### config.mk
export PLATFORM = sky130hd
export DESIGN_NAME = responder_arbiter_flat
export DESIGN_NICKNAME = d
export VERILOG_FILES = /design/src/rtl/responder_arbiter_if.sv /design/src/rtl/responder_arbiter.sv /design/src/flat_wrapper.sv
export SDC_FILE = /design/constraint.sdc
export NUM_CORES = 1
export LEC_CHECK = 0
export CAP_MARGIN = 15
export CORE_UTILIZATION = 55
export CTS_CLUSTER_SIZE = 14
export DETAILED_ROUTE_END_ITERATION = 7
export PLACE_DENSITY = 0.79
export RECOVER_POWER = 100
export SLEW_MARGIN = 25
export SYNTH_ARGS = -nofsm -noshare
export SYNTH_HDL_FRONTEND = slang
export SYNTH_SLANG_ARGS = --single-unit
### constraint.sdc
create_clock -name clk -period 2.67 [get_ports clk]
set_input_delay 0.4005 -clock clk [delete_from_list [all_inputs] [get_ports clk]]
set_output_delay 0.4005 -clock clk [all_outputs]
set_load 0.01 [all_outputs]
### src/rtl/responder_arbiter_if.sv
// Host and display signals of the quiz-responder core, grouped so that one
// port connects the core to whatever drives it and shows its results.
interface responder_arbiter_if;
  logic [3:0] key_deb;
  logic       start;
  logic       clear;
  logic [5:0] cfg_time;
  logic [2:0] state;
  logic       winner_valid;
  logic       foul;
  logic [1:0] player_id;
  logic       timeout;
  logic [5:0] time_left;
  logic       buzz;

  modport master (
    output key_deb, start, clear, cfg_time,
    input  state, winner_valid, foul, player_id, timeout, time_left, buzz
  );

  modport slave (
    input  key_deb, start, clear, cfg_time,
    output state, winner_valid, foul, player_id, timeout, time_left, buzz
  );
endinterface

### src/rtl/responder_arbiter.sv
// Quiz-responder control core: picks the first or early ring-in from four
// contestant keys and runs the answer countdown. All outputs are registered.
module responder_arbiter #(
  parameter int unsigned TICK_MAX = 49_999_999,
  parameter int unsigned DEF_TIME = 30
) (
  input  logic                 clk,
  input  logic                 rst,
  responder_arbiter_if.slave   bus
);

  localparam int PW = (TICK_MAX > 0) ? $clog2(TICK_MAX + 1) : 1;
  localparam logic [PW-1:0] PRE_MAX  = PW'(TICK_MAX);
  localparam logic [5:0]    DEF_LOAD = 6'(DEF_TIME);

  typedef enum logic [2:0] {
    S_IDLE,
    S_ARMED,
    S_LOCKED,
    S_FOUL,
    S_TIMEOUT
  } fsm_t;

  fsm_t          fsm;
  logic [3:0]    key_prev;
  logic          start_prev;
  logic [PW-1:0] prescaler;
  logic [3:0]    kedge;
  logic          sedge;

  assign kedge = bus.key_deb & ~key_prev;
  assign sedge = bus.start & ~start_prev;

  // Fixed priority: player 0 wins ties within the same clock.
  function automatic logic [1:0] lowest(input logic [3:0] v);
    if (v[0])      return 2'd0;
    else if (v[1]) return 2'd1;
    else if (v[2]) return 2'd2;
    else           return 2'd3;
  endfunction

  always_ff @(posedge clk) begin
    if (rst) begin
      fsm              <= S_IDLE;
      key_prev         <= 4'b1111;
      start_prev       <= 1'b1;
      prescaler        <= '0;
      bus.state        <= 3'b000;
      bus.winner_valid <= 1'b0;
      bus.foul         <= 1'b0;
      bus.player_id    <= 2'd0;
      bus.timeout      <= 1'b0;
      bus.time_left    <= 6'd0;
      bus.buzz         <= 1'b0;
    end else begin
      // Edge history tracks through every state, clear included.
      key_prev   <= bus.key_deb;
      start_prev <= bus.start;
      bus.buzz   <= 1'b0;

      if (bus.clear) begin
        fsm              <= S_IDLE;
        prescaler        <= '0;
        bus.state        <= 3'b000;
        bus.winner_valid <= 1'b0;
        bus.foul         <= 1'b0;
        bus.player_id    <= 2'd0;
        bus.timeout      <= 1'b0;
        bus.time_left    <= 6'd0;
      end else begin
        case (fsm)
          S_IDLE: begin
            if (|kedge) begin
              fsm           <= S_FOUL;
              bus.state     <= 3'b010;
              bus.foul      <= 1'b1;
              bus.player_id <= lowest(kedge);
              bus.buzz      <= 1'b1;
            end else if (sedge) begin
              fsm           <= S_ARMED;
              bus.state     <= 3'b001;
              prescaler     <= '0;
              bus.time_left <= (bus.cfg_time != 6'd0) ? bus.cfg_time : DEF_LOAD;
            end
          end

          S_ARMED: begin
            if (|kedge) begin
              // A ring-in beats a coincident final tick; time_left freezes.
              fsm              <= S_LOCKED;
              bus.state        <= 3'b010;
              bus.winner_valid <= 1'b1;
              bus.player_id    <= lowest(kedge);
              bus.buzz         <= 1'b1;
              prescaler        <= '0;
            end else if (prescaler == PRE_MAX) begin
              prescaler <= '0;
              if (bus.time_left <= 6'd1) begin
                fsm           <= S_TIMEOUT;
                bus.state     <= 3'b100;
                bus.timeout   <= 1'b1;
                bus.buzz      <= 1'b1;
                bus.time_left <= 6'd0;
              end else begin
                bus.time_left <= bus.time_left - 6'd1;
              end
            end else begin
              prescaler <= prescaler + 1'b1;
            end
          end

          default: begin
            // LOCKED, FOUL and TIMEOUT hold until clear.
          end
        endcase
      end
    end
  end

endmodule
### src/flat_wrapper.sv
// flat-port wrapper written by rule: the top's interface ports become plain ports
module responder_arbiter_flat 
#(
  parameter int unsigned TICK_MAX = 49_999_999,
  parameter int unsigned DEF_TIME = 30
)
  (clk, rst, bus_key_deb, bus_start, bus_clear, bus_cfg_time, bus_state, bus_winner_valid, bus_foul, bus_player_id, bus_timeout, bus_time_left, bus_buzz);
  responder_arbiter_if bus_i ();
  input  logic clk;
  input  logic rst;
  input wire logic [$bits(bus_i.key_deb)-1:0] bus_key_deb;
  input wire logic [$bits(bus_i.start)-1:0] bus_start;
  input wire logic [$bits(bus_i.clear)-1:0] bus_clear;
  input wire logic [$bits(bus_i.cfg_time)-1:0] bus_cfg_time;
  output wire logic [$bits(bus_i.state)-1:0] bus_state;
  output wire logic [$bits(bus_i.winner_valid)-1:0] bus_winner_valid;
  output wire logic [$bits(bus_i.foul)-1:0] bus_foul;
  output wire logic [$bits(bus_i.player_id)-1:0] bus_player_id;
  output wire logic [$bits(bus_i.timeout)-1:0] bus_timeout;
  output wire logic [$bits(bus_i.time_left)-1:0] bus_time_left;
  output wire logic [$bits(bus_i.buzz)-1:0] bus_buzz;
  assign bus_i.key_deb = bus_key_deb;
  assign bus_i.start = bus_start;
  assign bus_i.clear = bus_clear;
  assign bus_i.cfg_time = bus_cfg_time;
  assign bus_state = bus_i.state;
  assign bus_winner_valid = bus_i.winner_valid;
  assign bus_foul = bus_i.foul;
  assign bus_player_id = bus_i.player_id;
  assign bus_timeout = bus_i.timeout;
  assign bus_time_left = bus_i.time_left;
  assign bus_buzz = bus_i.buzz;
  responder_arbiter #(.TICK_MAX(TICK_MAX), .DEF_TIME(DEF_TIME)) u_core (.clk(clk), .rst(rst), .bus(bus_i));
endmodule
==> flow_metrics.env, run 1 <==
export IMPL_slew_headroom_pct=68.9
export IMPL_vias=2036
export IMPL_setup_viol=0
export IMPL_htreeDepth=2
export IMPL_cp_required_ps=2860
export IMPL_hold_viol_final=0
export IMPL_fmax_mhz=439
export IMPL_min_from="u_core.bus.player_id[1]"
export IMPL_start_kind="input pin"
export IMPL_avgSynthCellArea_um2=8.59
export IMPL_fin_ws_ps=392
export IMPL_hold_path_cell_count=2
export IMPL_antennaDiodeCount=0
export IMPL_fin_worst_skew_ps=7.58
export IMPL_via_per_inst=5.67
export IMPL_die_h_um=68.0
export IMPL_grt_pass1_vias=1849
export IMPL_ant_nets=0
export IMPL_min_path_type="register to register"
export IMPL_p_per_area_nw_per_um2=517
export IMPL_crit_arrival_ps=2460
export IMPL_rsz0062_at_grt="false"
export IMPL_peakVddDrop_v=0.000324
export IMPL_r2r_start="u_core.prescaler[14]"
export IMPL_critical_path_max_fanout=25
export IMPL_wl_per_cell_um=13.4
export IMPL_ioPinCount=29
export IMPL_dp_cells=351
export IMPL_synth_distinct_cells=55
export IMPL_cp_end_kind="register"
export IMPL_drt_initial_drc_count=81
export IMPL_layout_nets=325
export IMPL_ctsResizeCount=0
export IMPL_final_common_cell="nor2_1"
export IMPL_fin_crit_ps=2280
export IMPL_rows=23
export IMPL_cts_sinks=47
export IMPL_grt_max_degree=26
export IMPL_finalMaxSlewViolations=0
export IMPL_drt_pass1_iter_count=4
export IMPL_ys_ff_latch=47
export IMPL_setup_tns_ps=0
export IMPL_fp_dieW_um=68.0
export IMPL_worst_slew_pin_slew_ps=462
export IMPL_wirelength_um=4830
export IMPL_grt_total_usage_pct=23.1
export IMPL_syn_num_nets=296
export IMPL_area_delta_synth_final_pct=18.7
export IMPL_grt_pass1_wl_um=8210
export IMPL_dpl_hpwl_um=3450
export IMPL_gp_congestion=0.828
export IMPL_dieArea_um2=4630
export IMPL_ys_top_cells_by_area="dfxtp_1, nor2_1, xnor2_1"
export IMPL_layout_common_cells="nor2_1, dfxtp_1, nand2_1, xnor2_1, dlygate4sd3_1"
export IMPL_clockBufferDepth=2
export IMPL_synth_top_area_cell="dfxtp_1"
export IMPL_syn_area_um2=2400
export IMPL_stdcell_count=359
export IMPL_reg2reg_slack_ps=500
export IMPL_yosysSeqAreaShare_pct=39.2
export IMPL_overflow=0
export IMPL_min_to="u_core.bus.player_id[1]"
export IMPL_core_area_um2=4090
export IMPL_clk_pin_slew_ps=90
export IMPL_clk_latency_ps=290
export IMPL_cts_tree="yes"
export IMPL_drive_above_1_share_pct=12.3
export IMPL_post_place_ws_ps=251
export IMPL_crit_type="input pin to register"
export IMPL_power_leakage_uw=0.000980
export IMPL_initial_core_util_pct=58.7
export IMPL_drcViolationCount=0
export IMPL_drv_cap=0
export IMPL_nFillCells=357
export IMPL_io_buffers=28
export IMPL_post_route_period_util_pct=85.3
export IMPL_antenna_found_initial=0
export IMPL_hold_buffers=0
export IMPL_reg2regPathDepth=7
export IMPL_synth_top_cell_area_share_pct=39.2
export IMPL_ys_warn_count=0
export IMPL_status="finished clean"
export IMPL_cts_root_buf="clkbuf_8"
export IMPL_post_cts_buffers=0
export IMPL_worstReg2RegEnd="u_core.prescaler[11]"
export IMPL_syn_inst=279
export IMPL_cts_buffers=5
## where the power goes
group          internal (uW)  switching (uW)  leakage [uW]
Combinational           63.6            77.8      0.000535
Sequential               712            9.95      0.000381
Clock                    373             234     0.0000644
Total                   1150             322      0.000980
## worst max path at each step
| stage | start | end | depth (start not counted) |
|---|---|---|---|
| 2_1_floorplan | bus_key_deb[2] | u_core.prescaler[15] | 7 |
| 3_3_place_gp | bus_key_deb[2] | u_core.prescaler[15] | 8 |
| 3_5_place_dp | bus_key_deb[2] | u_core.prescaler[15] | 8 |
| 4_1_cts | bus_key_deb[2] | u_core.prescaler[15] | 8 |
| 5_1_grt | bus_key_deb[0] | u_core.prescaler[1] | 9 |
| 6_report | bus_key_deb[0] | u_core.prescaler[11] | 9 |
## final cells by class
class	instances	area [um^2]	area share, %
inverter	5	18.8	0.659
tap	50	62.6	2.20
multi-input combinational	215	1350	47.4
clock inverter	3	67.6	2.37
clock buffer	5	68.8	2.42
sequential	47	941	33.1
timing repair buffer	34	338	11.9
## stage by stage
step	hold WS, ps	util (%)	power [uW]	cell area [um^2]
floorplan	448	-	833	2400
CTS	464	69.7	1490	2850
global route	479	69.7	1530	2850
detailed placement	450	66.4	883	2710
finish	454	69.7	1470	2850
global placement	434	66.4	881	2710
## flip-flops by register name, indices dropped and copies added (netlist names)
register and cells:
u_core.bus.time_left 6, u_core.bus.timeout 1, u_core.prescaler 26, u_core.fsm 2, u_core.bus.state 2, u_core.bus.player_id 2, u_core.bus.buzz 1, u_core.bus.foul 1
u_core.bus.winner_valid 1, u_core.start_prev 1, u_core.key_prev 4
## logic make-up after synthesis
group / after synthesis / share of synthesized area, %
DFF: 47 / 39.2
AOI/OAI and AO/OA: 49 / 14.0
buffers and inverters: 17 / 4.28
and+or+nand+nor: 140 / 32.5
xor gates and xnor gates: 23 / 8.40
adders and majority gates: 3 / 1.57
## cell usage after synthesis, drive strengths merged
master	n
inv	5
o21ai	12
nor4	5
and4bb	1
a22oi	1
clkbuf	4
nand2	18
xnor2	18
nand4	6
o211a	1
and2	1
a21o	2
or3	1
nor4b	4
buf	8
nor3	13
a21oi	15
dfxtp	47
o311ai	4
and4	2
nand2b	3
a211oi	2
and3	2
a211o	1
or4	1
nor2	53
nand3	10
nor3b	3
nand4bb	1
o2111ai	1
or2	8
nand4b	1
a31oi	3
o211ai	3
ha	3
o21a	2
or2b	1
xor2	5
o221a	1
o41ai	1
nor2b	6
## critical path, cell delays in order
cell	delay, ps
dlygate4sd3_1	540
nor2b_1	180
nor4_4	130
buf_4	230
a21o_2	200
nand2_1	140
o21ai_0	360
buf_12	220
nor2_1	60
## routing by layer
| layer | routed length [um] | part of all wire, % | vias to the layer above | track usage (%) |
|---|---|---|---|---|
| li1 | - | - | 1037 | - |
| met1 | 2300 | 48 | 951 | 30.4 |
| met2 | 2300 | 48 | 43 | 39.0 |
| met3 | 184 | 3.8 | 5 | 4.00 |
| met4 | 38 | 0.79 | 0 | 5.47 |
| met5 | 0 | 0 | - | 0 |
Power figures use the tool's default switching activity.
==> inputs of run 2 (changes only) <==
--- a/config.mk
+++ b/config.mk
@@ -5,11 +5,12 @@
 export SDC_FILE = /design/constraint.sdc
 export NUM_CORES = 1
 export LEC_CHECK = 0
+export ABC_CLOCK_PERIOD_IN_PS = 2670
 export CAP_MARGIN = 15
-export CORE_UTILIZATION = 55
+export CORE_UTILIZATION = 35
 export CTS_CLUSTER_SIZE = 14
 export DETAILED_ROUTE_END_ITERATION = 7
-export PLACE_DENSITY = 0.79
+export PLACE_DENSITY = 0.51
 export RECOVER_POWER = 100
 export SLEW_MARGIN = 25
 export SYNTH_ARGS = -nofsm -noshare
==> flow_metrics.env, run 2 (synthesis gave the netlist of run 1 again) <==
export IMPL_ioPinCount=29
export IMPL_cp_end_kind="register"
export IMPL_wirelength_um=5220
export IMPL_min_from="u_core.bus.player_id[1]"
export IMPL_nFillCells=641
export IMPL_final_common_cell="nor2_1"
export IMPL_p_per_area_nw_per_um2=493
export IMPL_drv_cap=0
export IMPL_dpl_hpwl_um=3730
export IMPL_layout_common_cells="nor2_1, dfxtp_1, nand2_1, xnor2_1, dlygate4sd3_1"
export IMPL_grt_total_usage_pct=16.1
export IMPL_setup_viol=0
export IMPL_die_h_um=84.8
export IMPL_post_cts_buffers=0
export IMPL_grt_pass1_vias=1910
export IMPL_wl_per_cell_um=13.5
export IMPL_routed_wl_met2_um=2270
export IMPL_regMostFlops="u_core.prescaler"
export IMPL_fin_worst_skew_ps=8.65
export IMPL_hold_viol_final=0
export IMPL_crit_arrival_ps=2450
export IMPL_ctsResizeCount=0
export IMPL_drt_met1_wl_um=2690
export IMPL_top_regs="u_core.prescaler: 26 flops, u_core.bus.time_left: 6 flops, u_core.key_prev: 4 flops"
export IMPL_crit_type="input pin to register"
export IMPL_critical_path_max_fanout=25
export IMPL_finalMaxSlewViolations=0
export IMPL_clk_pin_slew_ps=90
export IMPL_peakVddDrop_v=0.000274
export IMPL_cts_root_buf="clkbuf_8"
export IMPL_overflow=0
export IMPL_multi_input_area_um2=1350
export IMPL_met3_length_um=196
export IMPL_area_delta_synth_final_pct=19.4
export IMPL_rsz0062_at_grt="false"
export IMPL_via_per_inst=5.23
export IMPL_clockBufferDepth=2
export IMPL_clk_latency_ps=300
export IMPL_status="finished clean"
export IMPL_cts_sinks=47
export IMPL_grt_pass1_wl_um=9140
export IMPL_start_kind="input pin"
export IMPL_vias=2025
export IMPL_worst_slew_pin_slew_ps=564
export IMPL_topRoutingLayerUsed="met4"
export IMPL_htreeDepth=2
export IMPL_gp_congestion=0.808
export IMPL_ant_nets=0
export IMPL_drt_initial_drc_count=98
export IMPL_post_route_period_util_pct=84.4
export IMPL_largest_reg_flops=26
export IMPL_slew_headroom_pct=62.2
export IMPL_antennaDiodeCount=0
export IMPL_cts_buffers=5
export IMPL_antenna_found_initial=0
export IMPL_dieArea_um2=7180
export IMPL_power_leakage_uw=0.000979
export IMPL_min_path_type="register to register"
export IMPL_crit_start="bus_key_deb[0]"
export IMPL_core_area_um2=6490
export IMPL_initial_core_util_pct=36.9
export IMPL_io_buffers=28
export IMPL_cp_required_ps=2870
export IMPL_layout_nets=326
export IMPL_fmax_mhz=444
export IMPL_fin_hold_ws_ps=452
export IMPL_r2r_start="u_core.prescaler[8]"
export IMPL_grt_max_degree=26
export IMPL_cts_tree="yes"
export IMPL_drt_pass1_iter_count=4
export IMPL_fin_crit_ps=2250
export IMPL_drive_above_1_share_pct=11.9
export IMPL_regArea_um2=941
export IMPL_fp_dieW_um=84.8
export IMPL_rows=29
export IMPL_hold_buffers=0
export IMPL_drcViolationCount=0
export IMPL_setup_tns_ps=0
run 2: cell type report:
| type | count | area share (%) |
|---|---|---|
| sequential | 47 | 32.9 |
| multi-input combinational | 215 | 47.1 |
| inverter | 5 | 0.656 |
| clock inverter | 2 | 1.22 |
| tap | 77 | 3.37 |
| clock buffer | 6 | 2.88 |
| timing repair buffer | 35 | 11.9 |
run 2: where the power goes:
group          switching [uW]  internal [uW]  leakage (uW)
Clock                     243            303     0.0000612
Sequential               7.10            712      0.000381
Combinational            81.3           64.2      0.000537
Total                     331           1080      0.000979
run 2: through the flow:
step	cells	cell area (um^2)	total power, uW	setup WS [ps]	utilization [%]
after global placement	379	2760	887	259	42.4
after global routing	387	2860	1490	252	44.1
final	387	2860	1410	418	44.1
after floorplan	279	2400	833	772	-
after detailed placement	379	2760	885	258	42.4
after CTS	387	2870	1440	589	44.2
run 2: routing by layer:
metal  GRT usage [%]  vias to the layer above
met2            25.6                       42
li1                -                     1035
met3            3.74                        4
met1            21.2                      944
met5               0                        -
met4            6.01                        0
run 2: worst paths after layout:
path	endpoint	slack, ps	cells past startpoint
max	u_core.prescaler[24]	420	9
min reg2reg	u_core.bus.player_id[1]	450	2
min	u_core.bus.player_id[1]	450	2
max reg2reg	u_core.prescaler[24]	470	7
run 2: worst max-delay path: stages:
cell           delay (ps)
dlygate4sd3_1         540
nor2b_1               180
nor4_4                130
buf_4                 220
a21o_2                190
nand2_1               130
o21ai_0               370
buf_12                220
nor2_1                 60
==> inputs of run 3 (changes only) <==
--- a/config.mk
+++ b/config.mk
@@ -5,7 +5,7 @@
 export SDC_FILE = /design/constraint.sdc
 export NUM_CORES = 1
 export LEC_CHECK = 0
-export ABC_CLOCK_PERIOD_IN_PS = 2670
+export ABC_CLOCK_PERIOD_IN_PS = 2300
 export CAP_MARGIN = 15
 export CORE_UTILIZATION = 35
 export CTS_CLUSTER_SIZE = 14
==> constraint.sdc (replaced) <==
create_clock -name clk -period 2.3 [get_ports clk]
set_input_delay 0.345 -clock clk [delete_from_list [all_inputs] [get_ports clk]]
set_output_delay 0.345 -clock clk [all_outputs]
set_load 0.01 [all_outputs]
==> flow_metrics.env, run 3 (synthesis gave the netlist of run 1 again) <==
export IMPL_status="finished clean"
export IMPL_start_kind="register"
export IMPL_dieArea_um2=7180
export IMPL_rows=29
export IMPL_hold_path_cell_count=2
export IMPL_regArea_um2=941
export IMPL_crit_type="register to register"
export IMPL_final_cell_area_um2=2960
export IMPL_clk_latency_ps=300
export IMPL_cts_root_buf="clkbuf_8"
export IMPL_crit_arrival_ps=2250
export IMPL_post_route_period_util_pct=89.4
export IMPL_core_area_um2=6490
export IMPL_drcViolationCount=0
export IMPL_seqPwrFrac_pct=50.6
export IMPL_fin_util_pct=45.6
export IMPL_critical_path_max_fanout=25
export IMPL_initial_core_util_pct=36.9
export IMPL_fmax_mhz=486
export IMPL_cts_tree="yes"
export IMPL_cts_buffers=5
export IMPL_final_common_cell="nor2_1"
export IMPL_ioPinCount=29
export IMPL_nFillCells=651
export IMPL_vias=2012
export IMPL_hold_buffers=0
export IMPL_peakVddDrop_v=0.000333
export IMPL_fin_worst_skew_ps=7.23
export IMPL_fin_crit_ps=2060
export IMPL_p_clk_share_pct=38.1
export IMPL_htreeDepth=2
export IMPL_regMostFlops="u_core.prescaler"
export IMPL_overflow=0
export IMPL_antennaDiodeCount=0
export IMPL_clk_pin_slew_ps=90
export IMPL_die_h_um=84.8
export IMPL_grt_max_degree=26
export IMPL_post_cts_buffers=0
export IMPL_worst_slew_pin_slew_ps=510
export IMPL_ctsResizeCount=0
export IMPL_power_switching_uw=385
export IMPL_internal_power_uw=1270
export IMPL_hold_viol_final=0
export IMPL_ant_nets=0
export IMPL_largest_reg_flops=26
export IMPL_power_leakage_uw=0.00103
export IMPL_antenna_found_initial=0
export IMPL_wl_per_cell_um=13.2
export IMPL_setup_tns_ps=0
export IMPL_place_area_um2=2860
export IMPL_drv_cap=0
export IMPL_layout_common_cells="nor2_1, dfxtp_1, nand2_1, xnor2_1, dlygate4sd3_1"
export IMPL_via_per_inst=5.07
export IMPL_cts_sinks=47
export IMPL_fp_dieW_um=84.8
export IMPL_gp_congestion=0.789
export IMPL_grt_pass1_wl_um=9180
export IMPL_area_delta_synth_final_pct=23.5
export IMPL_min_path_type="register to register"
export IMPL_grt_total_usage_pct=16.2
export IMPL_rsz0062_at_grt="false"
export IMPL_finalMaxSlewViolations=0
export IMPL_cp_end_kind="register"
export IMPL_wirelength_um=5230
export IMPL_reg2regPathDepth=7
export IMPL_slew_headroom_pct=66.0
export IMPL_drive_above_1_share_pct=14.7
export IMPL_sw_frac_of_total_pct=23.3
export IMPL_cp_required_ps=2490
export IMPL_dpl_hpwl_um=3910
export IMPL_setup_viol=0
export IMPL_clockBufferDepth=2
export IMPL_drt_initial_drc_count=50
export IMPL_comb_power_share_pct=11.2
export IMPL_layout_nets=336
export IMPL_drt_pass1_iter_count=4
export IMPL_p_per_area_nw_per_um2=557
export IMPL_multi_input_area_um2=1350
export IMPL_grt_pass1_vias=1908
export IMPL_top_regs="u_core.prescaler: 26 flops, u_core.bus.time_left: 6 flops, u_core.key_prev: 4 flops"
export IMPL_io_buffers=28
run 3: worst max-delay path, stage by stage, from the launching register on:
cell and delay [ps]:
dfxtp_1 350, nor4b_1 350, nand4_1 250, nor4_4 470, nor2_2 90, o21ai_2 170
buf_12 180, nor2_1 70
run 3: stage by stage:
step / total power (uW) / hold WS [ps] / setup slack (ps) / cells
after CTS: 1680 / 450 / 203 / 397
after floorplan: 967 / 448 / 458 / 279
after global routing: 1740 / 470 / 13.9 / 397
after detailed placement: 1050 / 437 / 18.8 / 389
final: 1650 / 443 / 243 / 397
after global placement: 1050 / 433 / 51.8 / 389
run 3: path summary, 6_finish.rpt:
| path | startpoint | endpoint | slack (ps) |
|---|---|---|---|
| min reg2reg | u_core.bus.player_id[1] | u_core.bus.player_id[1] | 440 |
| min | u_core.bus.player_id[1] | u_core.bus.player_id[1] | 440 |
| max reg2reg | u_core.prescaler[18] | u_core.prescaler[12] | 240 |
| max | u_core.prescaler[18] | u_core.prescaler[12] | 240 |
run 3: final cells by class:
type	instances	share of cell area, %
clock inverter	2	1.18
tap	77	3.25
sequential	47	31.8
timing repair buffer	45	14.7
multi-input combinational	215	45.7
inverter	5	0.634
clock buffer	6	2.79
run 3: routing by layer:
metal	part of all wire (%)	global-route usage, %	wire length (um)	vias up
met1	50	22.2	2610	901
met2	45	25.3	2350	36
met4	1.7	6.16	87	0
met3	3.6	3.05	188	8
li1	-	-	-	1067
met5	0	0	0	-
run 3: power by group through the flow:
stage | Sequential, uW | Clock (uW) | Combinational, uW
global placement | 855 | 0 | 195
detailed placement | 855 | 0 | 193
CTS | 836 | 651 | 195
finish | 836 | 630 | 185
global route | 838 | 691 | 207
floorplan | 855 | 0 | 112
